$ cat config.mk
export PLATFORM = sky130hd
export DESIGN_NAME = serial_rx_deframer
export DESIGN_NICKNAME = d
export VERILOG_FILES = /design/src/rtl/serial_rx_deframer.sv
export SDC_FILE = /design/constraint.sdc
export NUM_CORES = 1
export LEC_CHECK = 0
export CAP_MARGIN = 0
export CORE_MARGIN = 3
export CORE_UTILIZATION = 39
export CTS_CLUSTER_DIAMETER = 150
export DETAILED_ROUTE_END_ITERATION = 10
export SLEW_MARGIN = 20
export SYNTH_ARGS = -nofsm -noshare
export SYNTH_HDL_FRONTEND = slang
export SYNTH_SLANG_ARGS = --single-unit
$ cat constraint.sdc
create_clock -name clk -period 2.3 [get_ports clk]
set_clock_uncertainty 0.2 [all_clocks]
set_input_delay 0.69 -clock clk [delete_from_list [all_inputs] [get_ports clk]]
set_output_delay 0.69 -clock clk [all_outputs]
set_load 0.005 [all_outputs]
$ cat src/rtl/serial_rx_deframer.sv
// One-wire serial byte receiver: high start bit, 8 data bits LSB first, low stop level.
// Define SERIAL_RX_SYNC_EN to add a 2-flop input synchronizer (+2 cycles latency).
module serial_rx_deframer #(
  parameter int CLKS_PER_BIT = 1,
  parameter int STOP_WAIT    = 2
) (
  input  logic       clk,
  input  logic       rst,
  input  logic       rxd,
  output logic [7:0] data,
  output logic       valid,
  output logic       frame_err,
  output logic       busy,
  output logic [7:0] err_cnt,
  output logic [1:0] state_test,
  output logic [3:0] bit_cnt_test
);

  localparam int TW = $clog2(2 * CLKS_PER_BIT);
  localparam int SW = $clog2(STOP_WAIT + 1);
  // First sample lands mid-way through D0; later samples are one bit period apart.
  localparam logic [TW-1:0] FIRST_LOAD = TW'(CLKS_PER_BIT + (CLKS_PER_BIT - 1) / 2 - 1);
  localparam logic [TW-1:0] BIT_LOAD   = TW'(CLKS_PER_BIT - 1);
  localparam logic [SW-1:0] STOP_LAST  = SW'(STOP_WAIT - 1);

  typedef enum logic [1:0] {
    IDLE      = 2'd0,
    DATA      = 2'd1,
    STOP      = 2'd2,
    WAIT_IDLE = 2'd3
  } state_t;

  state_t        state_q, state_d;
  logic [TW-1:0] timer_q, timer_d;
  logic [3:0]    bit_cnt_q, bit_cnt_d;
  logic [SW-1:0] stop_cnt_q, stop_cnt_d;
  logic [7:0]    shift_q, shift_d;
  logic [7:0]    data_q, data_d;
  logic          valid_q, valid_d;
  logic          frame_err_q, frame_err_d;
  logic          busy_q, busy_d;
  logic [7:0]    err_cnt_q, err_cnt_d;
  logic          rx_s;
  logic          sample_s;

`ifdef SERIAL_RX_SYNC_EN
  logic sync1_q, sync2_q;

  // two-flop synchronizer for an asynchronous line
  always_ff @(posedge clk) begin
    if (rst) begin
      sync1_q <= 1'b0;
      sync2_q <= 1'b0;
    end else begin
      sync1_q <= rxd;
      sync2_q <= sync1_q;
    end
  end

  assign rx_s = sync2_q;
`else
  assign rx_s = rxd;
`endif

  assign sample_s = (timer_q == {TW{1'b0}});

  // next-state and output logic
  always_comb begin
    state_d     = state_q;
    timer_d     = timer_q;
    bit_cnt_d   = bit_cnt_q;
    stop_cnt_d  = stop_cnt_q;
    shift_d     = shift_q;
    data_d      = data_q;
    valid_d     = 1'b0;
    frame_err_d = 1'b0;
    err_cnt_d   = err_cnt_q;
    case (state_q)
      IDLE: begin
        if (rx_s) begin
          state_d   = DATA;
          timer_d   = FIRST_LOAD;
          bit_cnt_d = 4'd0;
        end else begin
          state_d = IDLE;
        end
      end
      DATA: begin
        if (sample_s) begin
          shift_d[bit_cnt_q[2:0]] = rx_s;
          timer_d   = BIT_LOAD;
          bit_cnt_d = bit_cnt_q + 4'd1;
          if (bit_cnt_q == 4'd7) begin
            state_d    = STOP;
            stop_cnt_d = {SW{1'b0}};
          end else begin
            state_d = DATA;
          end
        end else begin
          timer_d = timer_q - TW'(1);
        end
      end
      STOP: begin
        if (sample_s) begin
          timer_d = BIT_LOAD;
          if (!rx_s) begin
            data_d  = shift_q;
            valid_d = 1'b1;
            state_d = IDLE;
          end else if (stop_cnt_q == STOP_LAST) begin
            frame_err_d = 1'b1;
            err_cnt_d   = (err_cnt_q == 8'hFF) ? 8'hFF : err_cnt_q + 8'd1;
            state_d     = WAIT_IDLE;
          end else begin
            stop_cnt_d = stop_cnt_q + SW'(1);
          end
        end else begin
          timer_d = timer_q - TW'(1);
        end
      end
      WAIT_IDLE: begin
        // a line stuck high must not be mistaken for a new start bit
        if (!rx_s) begin
          state_d = IDLE;
        end else begin
          state_d = WAIT_IDLE;
        end
      end
      default: begin
        state_d = IDLE;
      end
    endcase
    busy_d = (state_d != IDLE);
  end

  // state and output registers
  always_ff @(posedge clk) begin
    if (rst) begin
      state_q     <= IDLE;
      timer_q     <= {TW{1'b0}};
      bit_cnt_q   <= 4'd0;
      stop_cnt_q  <= {SW{1'b0}};
      shift_q     <= 8'd0;
      data_q      <= 8'd0;
      valid_q     <= 1'b0;
      frame_err_q <= 1'b0;
      busy_q      <= 1'b0;
      err_cnt_q   <= 8'd0;
    end else begin
      state_q     <= state_d;
      timer_q     <= timer_d;
      bit_cnt_q   <= bit_cnt_d;
      stop_cnt_q  <= stop_cnt_d;
      shift_q     <= shift_d;
      data_q      <= data_d;
      valid_q     <= valid_d;
      frame_err_q <= frame_err_d;
      busy_q      <= busy_d;
      err_cnt_q   <= err_cnt_d;
    end
  end

  assign data         = data_q;
  assign valid        = valid_q;
  assign frame_err    = frame_err_q;
  assign busy         = busy_q;
  assign err_cnt      = err_cnt_q;
  assign state_test   = state_q;
  assign bit_cnt_test = bit_cnt_q;

endmodule

After elaboration in Yosys (flattened, before gate mapping)
Cells that the tools add are included.
W data, S select, Z words.
{"block": "op_classes", "order_cmp": 2, "addsub": 4, "bitwise_logic": 3, "n_reduce_logical": 15, "n_mux": 26, "eq_ne": 12}
{"op": "$mux W2", "n": 11}
{"op": "$ne A2 B2 Y1 const B", "n": 6}
{"op": "$add A8 B1 Y8 const B", "n": 1}
{"op": "$bwmux W8", "n": 1}
{"op": "$eq A8 B8 Y1 const B", "n": 1}
{"op": "$mux W4", "n": 2}
{"op": "$mux W8", "n": 1}
{"op": "$pmux W2 S4", "n": 1}
{"op": "$pmux W4 S2", "n": 1}
{"op": "$reduce_bool A2 Y1", "n": 4}
{"op": "$mux W1", "n": 6}
{"op": "$reduce_and A3 Y1", "n": 2}
{"op": "$reduce_and A6 Y1", "n": 1}
{"op": "$add A4 B1 Y4 const B", "n": 1}
{"op": "$eq A2 B1 Y1 const B", "n": 2}
{"op": "$eq A2 B2 Y1 const B", "n": 2}
{"op": "$eq A4 B3 Y1 const B", "n": 1}
{"op": "$lt A3 B4 Y1 const B", "n": 1}
{"op": "$pmux W2 S2", "n": 1}
{"op": "$reduce_and A2 Y1", "n": 2}
{"op": "$reduce_and A4 Y1", "n": 1}
{"op": "$reduce_or A4 Y1", "n": 1}
{"op": "$demux W1 S3", "n": 1}
{"op": "$ge A3 B1 Y1 const B", "n": 1}
{"op": "8 further kinds", "n": 10}
{"block": "word_totals", "reg_bits": 36, "out_inout_bits": 25, "elab_cells": 72}

Depth between registers and ports, before layout
Gate-level depths: netlist of the first run.
{"block": "logic_depth", "depth_word": 6, "depth_mapped": 6}

Worst setup path before layout of the first run
OpenSTA, ideal clock, no wires.
{"block": "synth_timing", "path_kind": "input to register", "start": "in rxd", "end": "reg err_cnt_q[4] (netlist: err_cnt[4])", "setup_time_ps": 74, "path_slack_ps": 511, "cell_stages": 4, "arrival_ps": 1514, "path_cell_list": "buf_2 > nand4b_2 > or3_1 > a31oi_1"}
{"block": "synth_via", "elab_chain_len": 1}
{"element": "start: declaration", "line": "9", "rtl": "input logic rxd,"}
{"element": "$reduce_and A4 Y1 (no line)"}
{"element": "end signal: assignment", "line": "159", "rtl": "err_cnt_q <= err_cnt_d;"}
{"element": "end: declaration", "line": "42", "rtl": "logic [7:0] err_cnt_q, err_cnt_d;"}
No other way between the ends.
A chain may end at the register's enable or synchronous reset.

Worst setup path after layout of the first run
{"block": "layout_timing", "start": "reg bit_cnt_q[0] (netlist: bit_cnt_test[0])", "end": "out bit_cnt_test[0]"}
{"element": "start: declaration", "line": "35", "rtl": "logic [3:0] bit_cnt_q, bit_cnt_d;"}
{"element": "start signal: assignment", "line": "152", "rtl": "bit_cnt_q <= bit_cnt_d;"}
{"element": "end: declaration", "line": "16", "rtl": "output logic [3:0] bit_cnt_test"}
No word-level cell between the ends.

==> results of run 1 <==
==> metrics by stage <==
step	utilization [%]	cell area [um^2]	setup WS, ns	total power, uW	std cells
final	52.8	1980	0.0906	1080	248
after global routing	52.8	1980	0.0158	1140	248
after CTS	52.8	1980	0.0911	1100	248
after detailed placement	50.9	1900	-0.112	695	242
after global placement	50.9	1900	0.00214	695	242
after floorplan	-	1560	0.511	667	171
==> area by class of cell <==
class	instances	share of cell area [%]
Sequential cell	35	35.4
Inverter	2	0.380
Clock buffer	6	3.67
Tap cell	48	3.04
Timing Repair Buffer	35	17.3
Multi-Input combinational cell	122	40.1
==> kinds of logic after synthesis <==
group	after synthesis	share of synthesized area, %
simple gates	64	24.7
fa+ha+maj	3	2.41
mux	9	5.78
xor+xnor	1	0.562
compound gates	45	17.4
buf+inv	14	4.10
flops	35	45.0
==> where the power goes <==
group,total [uW],internal [uW],switching [uW]
combinational,64.6,29.8,34.7
sequential,617,612,4.93
clock,402,201,200
total,1080,843,240
==> worst min path at each step <==
stage          startpoint         end  slack [ns]  cells after the start
3_5_place_dp   shift_q[7]  shift_q[7]        0.27                      2
5_1_grt        shift_q[2]  shift_q[2]        0.30                      2
4_1_cts        shift_q[5]  shift_q[5]        0.28                      2
3_3_place_gp   shift_q[2]  shift_q[2]        0.26                      2
2_1_floorplan  shift_q[0]  shift_q[0]        0.25                      2
6_report       shift_q[5]  shift_q[5]        0.28                      2
==> state kept, by name, summed over array words and instances, names as in the netlist, 2 cells and up <==
signal,flops
bit_cnt_test,4
shift_q,8
state_test,2
data,8
err_cnt,8
stop_cnt_q,2
==> tightest hold or removal path: cells and delay by family (launching register included) <==
family         cells  cell delay, ns
flip-flops         1            0.31
AO/OA/AOI/OAI      2            0.12
==> placed cells by master, fill, tap and decap left out, types with 7 or more instances in the layout <==
master,instances
o21ai_0,10
mux2i_1,9
dfxtp_1,35
clkdlybuf4s50_1,27
a21oi_1,15
nor2_1,14
or3_1,8
buf_4,7
==> metal layers <==
layer	track usage [%]	vias up	share of wire (%)
met5	0	-	0
met2	23.8	35	45
li1	-	684	-
met3	5.51	9	4.4
met4	6.51	0	2.1
met1	20.0	622	49
==> summary.txt, run 1 <==
Status
  – Status: completed

STA
  – Max_slew headroom: 80.0%
  – Final setup violation count: 0
  – Crit path time final: 2.21 ns
  – Fmax: 0.453 GHz
  – Hold slack: 0.278 ns
  – Setup tns final: 0 ns
  – Final Cycle Share: 96.1%
  – Max-slew violations: 0
  – RSZ-0062 raised after global routing: false
  – Tightest Pin Transition: 0.299 ns
  – Final Hold Viols: 0

Detailed routing
  – Drt wl/cell: 14.0 um
  – Post-route ant nets: 0
  – DR vias/cell: 5.44
  – DRC viols: 0
  – Vias: 1350
  – First drt pass iteration count: 4
  – Total wire length: 3460 um
  – Iteration-0 DRC Markers: 62

Die
  – Io pins: 28
  – Die width: 69.2 um
  – Core ar.: 3740 um^2
  – Die Y: 69.2 um
  – Cell row count: 22
  – Die area: 4790 um^2
  – Initial Util: 41.6%

Clock network
  – Number of H-tree levels: 2
  – Max Root-Sink Buffers: 2
  – Root Buffer: clkbuf_8
  – CTS tree: yes
  – TritonCTS sink count: 35
  – Worst skew pair latency: 0.28 ns
  – Hold-fix buffers, CTS: 0
  – CTS Buf Count: 5
  – Clock-pin slew on the worst setup and hold paths: 0.06 ns
  – Post-CTS Setup Bufs: 0
  – # resized after CTS: 0

GRT
  – Largest net degree at the start of global routing: 38
  – First-pass GRT wire length: 6110 um
  – Tot GR Track Use: 15.6%
  – Gr ovfl total: 0
  – Vias in the first global route: 1323
  – Initial antenna violation count: 0

Yosys
  – Cell taking the most area after synthesis: dfxtp_1
  – Post-synthesis cell area: 1560 um^2
  – Yosys warnings: 0
  – Number of flops mapped to enable cells by yosys: 0
  – Netlist cell types: 43
  – Net Count, Synth: 177
  – Post-synth top cells: dfxtp_1 (35), a21oi_1 (15), nor2_1 (14)
  – Sequential share of the synthesized area: 45.0%
  – Cells after synthesis: 171
  – Avg Cell Area, Syn: 9.11 um^2
  – Ys flop type: dfxtp_1
  – Asr flop ratio synth: 0%
  – FF+latch count, synth: 35
  – Top-count cell post-synth: dfxtp_1
  – Dominant cells by area after synthesis: dfxtp_1 (45%), mux2i_1 (5.8%), a21oi_1 (4.8%), nor2_1 (3.4%), o21ai_0 (3.2%)
  – Share of the synthesized area in the top cell type: 45.0%

Final layout
  – Seq. cell area: 701 um^2
  – Area of the multi-input gates: 793 um^2
  – Nets: 207
  – FILL cells: 371
  – Area Growth Syn to Fin: 26.9%
  – Share of layout cells above drive strength 1: 9.00%
  – N_diodes: 0

Setup path
  – CP endpoint: bit_cnt_test[0]
  – Reg-to-reg startpoint: stop_cnt_q[0]
  – Largest delay contributor family on the critical path: buffers and inverters
  – Worst Setup Start Kind: flop
  – Reg2Reg Depth: 4
  – Reg2Reg Setup Slack: 0.58 ns
  – CP max stage delay: 0.56 ns
  – Data arrival, critical path: 1.32 ns
  – CP max FO: 8
  – CP cell instances: clkdlybuf4s50_1
  – Crit-path slowest cell: clkdlybuf4s50_1
  – Worst Setup SP: bit_cnt_test[0]
  – CP endpoint kind: primary output
  – Data required, critical path: 1.41 ns
  – Worst path bufs/invs: 1
  – WP depth: 1
  – Critical path type: flop to primary output
  – R2R Path End: err_cnt[5]

Hold path
  – Worst Hold Class: flop to flop

Power
  – Worst IR drop on VDD: 0.323 mV
  – Power per cell area: 548 nW/um^2
  – Leak Pwr: 0.000679 uW

Place
  – Placer Congestion: 0.845
  – Port Buf Inserts: 27
  – Post-DP HPWL: 2380 um

Job
  – Maxcap violations: 0
Note: power is estimated with default switching activity, not from simulation.
==> run 2, diff against run 1 <==
--- a/config.mk
+++ b/config.mk
@@ -9,7 +9,9 @@
 export CORE_MARGIN = 3
 export CORE_UTILIZATION = 39
 export CTS_CLUSTER_DIAMETER = 150
+export CTS_CLUSTER_SIZE = 16
 export DETAILED_ROUTE_END_ITERATION = 10
+export PLACE_DENSITY = 0.61
 export SLEW_MARGIN = 20
 export SYNTH_ARGS = -nofsm -noshare
 export SYNTH_HDL_FRONTEND = slang
==> summary.txt, run 2 (synthesis results as in run 1) <==
Status
  – Status: completed

STA
  – Final Cycle Share: 96.4%
  – Fmax: 0.451 GHz
  – Max-slew violations: 0
  – Final WS setup: 0.0836 ns
  – Max_slew headroom: 80.2%
  – Crit path time final: 2.22 ns
  – Final Hold Viols: 0
  – Final setup violation count: 0
  – Hold slack: 0.280 ns
  – Tightest Pin Transition: 0.297 ns
  – RSZ-0062 raised after global routing: false

Final layout
  – Most common cell after layout, fill and taps aside: dfxtp_1
  – Share of layout cells above drive strength 1: 11.3%
  – Nets: 209
  – Area of the multi-input gates: 793 um^2
  – Most frequent cells in the layout: dfxtp_1 (35), clkdlybuf4s50_1 (27), a21oi_1 (15)
  – Post-route cell area: 2030 um^2
  – Area Growth Syn to Fin: 30.4%
  – FILL cells: 380
  – Finished Layout Cells: 252
  – N_diodes: 0
  – Seq. cell area: 701 um^2

Setup path
  – CP max stage delay: 0.56 ns
  – Worst Setup Start Kind: flop
  – Data arrival, critical path: 1.33 ns
  – Data required, critical path: 1.41 ns
  – CP cell instances: clkdlybuf4s50_1
  – Critical path type: flop to primary output
  – CP endpoint kind: primary output
  – Crit-path slowest cell: clkdlybuf4s50_1
  – Reg2Reg Setup Slack: 0.60 ns
  – Largest delay contributor family on the critical path: buffers and inverters
  – Worst path bufs/invs: 1
  – CP max FO: 8

Clock network
  – Number of H-tree levels: 2
  – Clock-pin slew on the worst setup and hold paths: 0.07 ns
  – Hold-fix buffers, CTS: 0
  – Root Buffer: clkbuf_8
  – Post-CTS Setup Bufs: 0
  – TritonCTS sink count: 35
  – Max Root-Sink Buffers: 2
  – Worst skew pair latency: 0.28 ns
  – # resized after CTS: 0
  – CTS Buf Count: 5
  – CTS tree: yes

Place
  – Post-DP HPWL: 2270 um
  – Area of placed instances: 1920 um^2
  – DP Cell Count: 244
  – DP Worst Slack: -0.0325 ns
  – Port Buf Inserts: 27
  – Placer Congestion: 0.794

Power
  – Sequential Power Share: 50.1%
  – Power per cell area: 606 nW/um^2
  – Pwr Total: 1230 uW
  – Clock Power Share: 44.7%
  – Worst IR drop on VDD: 0.418 mV
  – Switching Share: 21.7%
  – Comb power frac: 5.2%
  – Net Switching: 268 uW
  – Pint: 964 uW
  – Leak Pwr: 0.000710 uW

GRT
  – Gr ovfl total: 0
  – Initial antenna violation count: 0
  – Vias in the first global route: 1288
  – Tot GR Track Use: 14.7%
  – Largest net degree at the start of global routing: 38
  – First-pass GRT wire length: 5840 um

Die
  – Die width: 69.2 um
  – Initial Util: 41.6%
  – Die Y: 69.2 um
  – Cell row count: 22
  – Io pins: 28
  – Core ar.: 3740 um^2
  – Die area: 4790 um^2

Detailed routing
  – First drt pass iteration count: 4
  – Total wire length: 3280 um
  – Post-route ant nets: 0
  – DR vias/cell: 5.33
  – Drt wl/cell: 13.0 um
  – Iteration-0 DRC Markers: 72
  – Vias: 1343
  – DRC viols: 0

Hold path
  – Worst Hold Class: flop to flop

Job
  – Maxcap violations: 0
-- run 2: cell type report --
| class | instances | share of cell area (%) |
|---|---|---|
| tap | 48 | 2.96 |
| clock inverter | 3 | 2.16 |
| sequential | 35 | 34.5 |
| clock buffer | 5 | 3.39 |
| inverter | 2 | 0.369 |
| multi-input combinational | 122 | 39.0 |
| timing repair buffer | 37 | 17.6 |
-- run 2: power groups by stage --
| stage | sequential (uW) | clock (uW) | combinational (uW) |
|---|---|---|---|
| 2_1_floorplan | 631 | 0 | 35.7 |
| 3_5_place_dp | 631 | 0 | 64.3 |
| 5_1_grt | 618 | 591 | 71.6 |
| 6_report | 617 | 551 | 64.4 |
| 3_3_place_gp | 631 | 0 | 64.0 |
| 4_1_cts | 616 | 564 | 64.5 |
-- run 2: through the flow --
step | setup TNS, ns | utilization (%)
finish | 0 | 54.3
floorplan | 0 | -
detailed placement | -0.0502 | 51.3
CTS | 0 | 54.3
global placement | 0 | 51.3
global route | 0 | 54.3
-- run 2: routing by layer --
layer  up-vias  GRT usage [%]  part of all wire (%)
li1        687              -                     -
met1       630           18.5                    49
met2        22           23.5                    46
met3         4           4.06                   3.4
met4         0           6.51                   1.4
met5         -              0                     0
-- run 2: final timing paths --
path                        start         endpoint  cells past startpoint
setup reg to reg    state_test[0]       shift_q[6]                      4
hold reg to reg        shift_q[2]       shift_q[2]                      2
hold / removal         shift_q[2]       shift_q[2]                      2
setup / recovery  bit_cnt_test[0]  bit_cnt_test[0]                      1
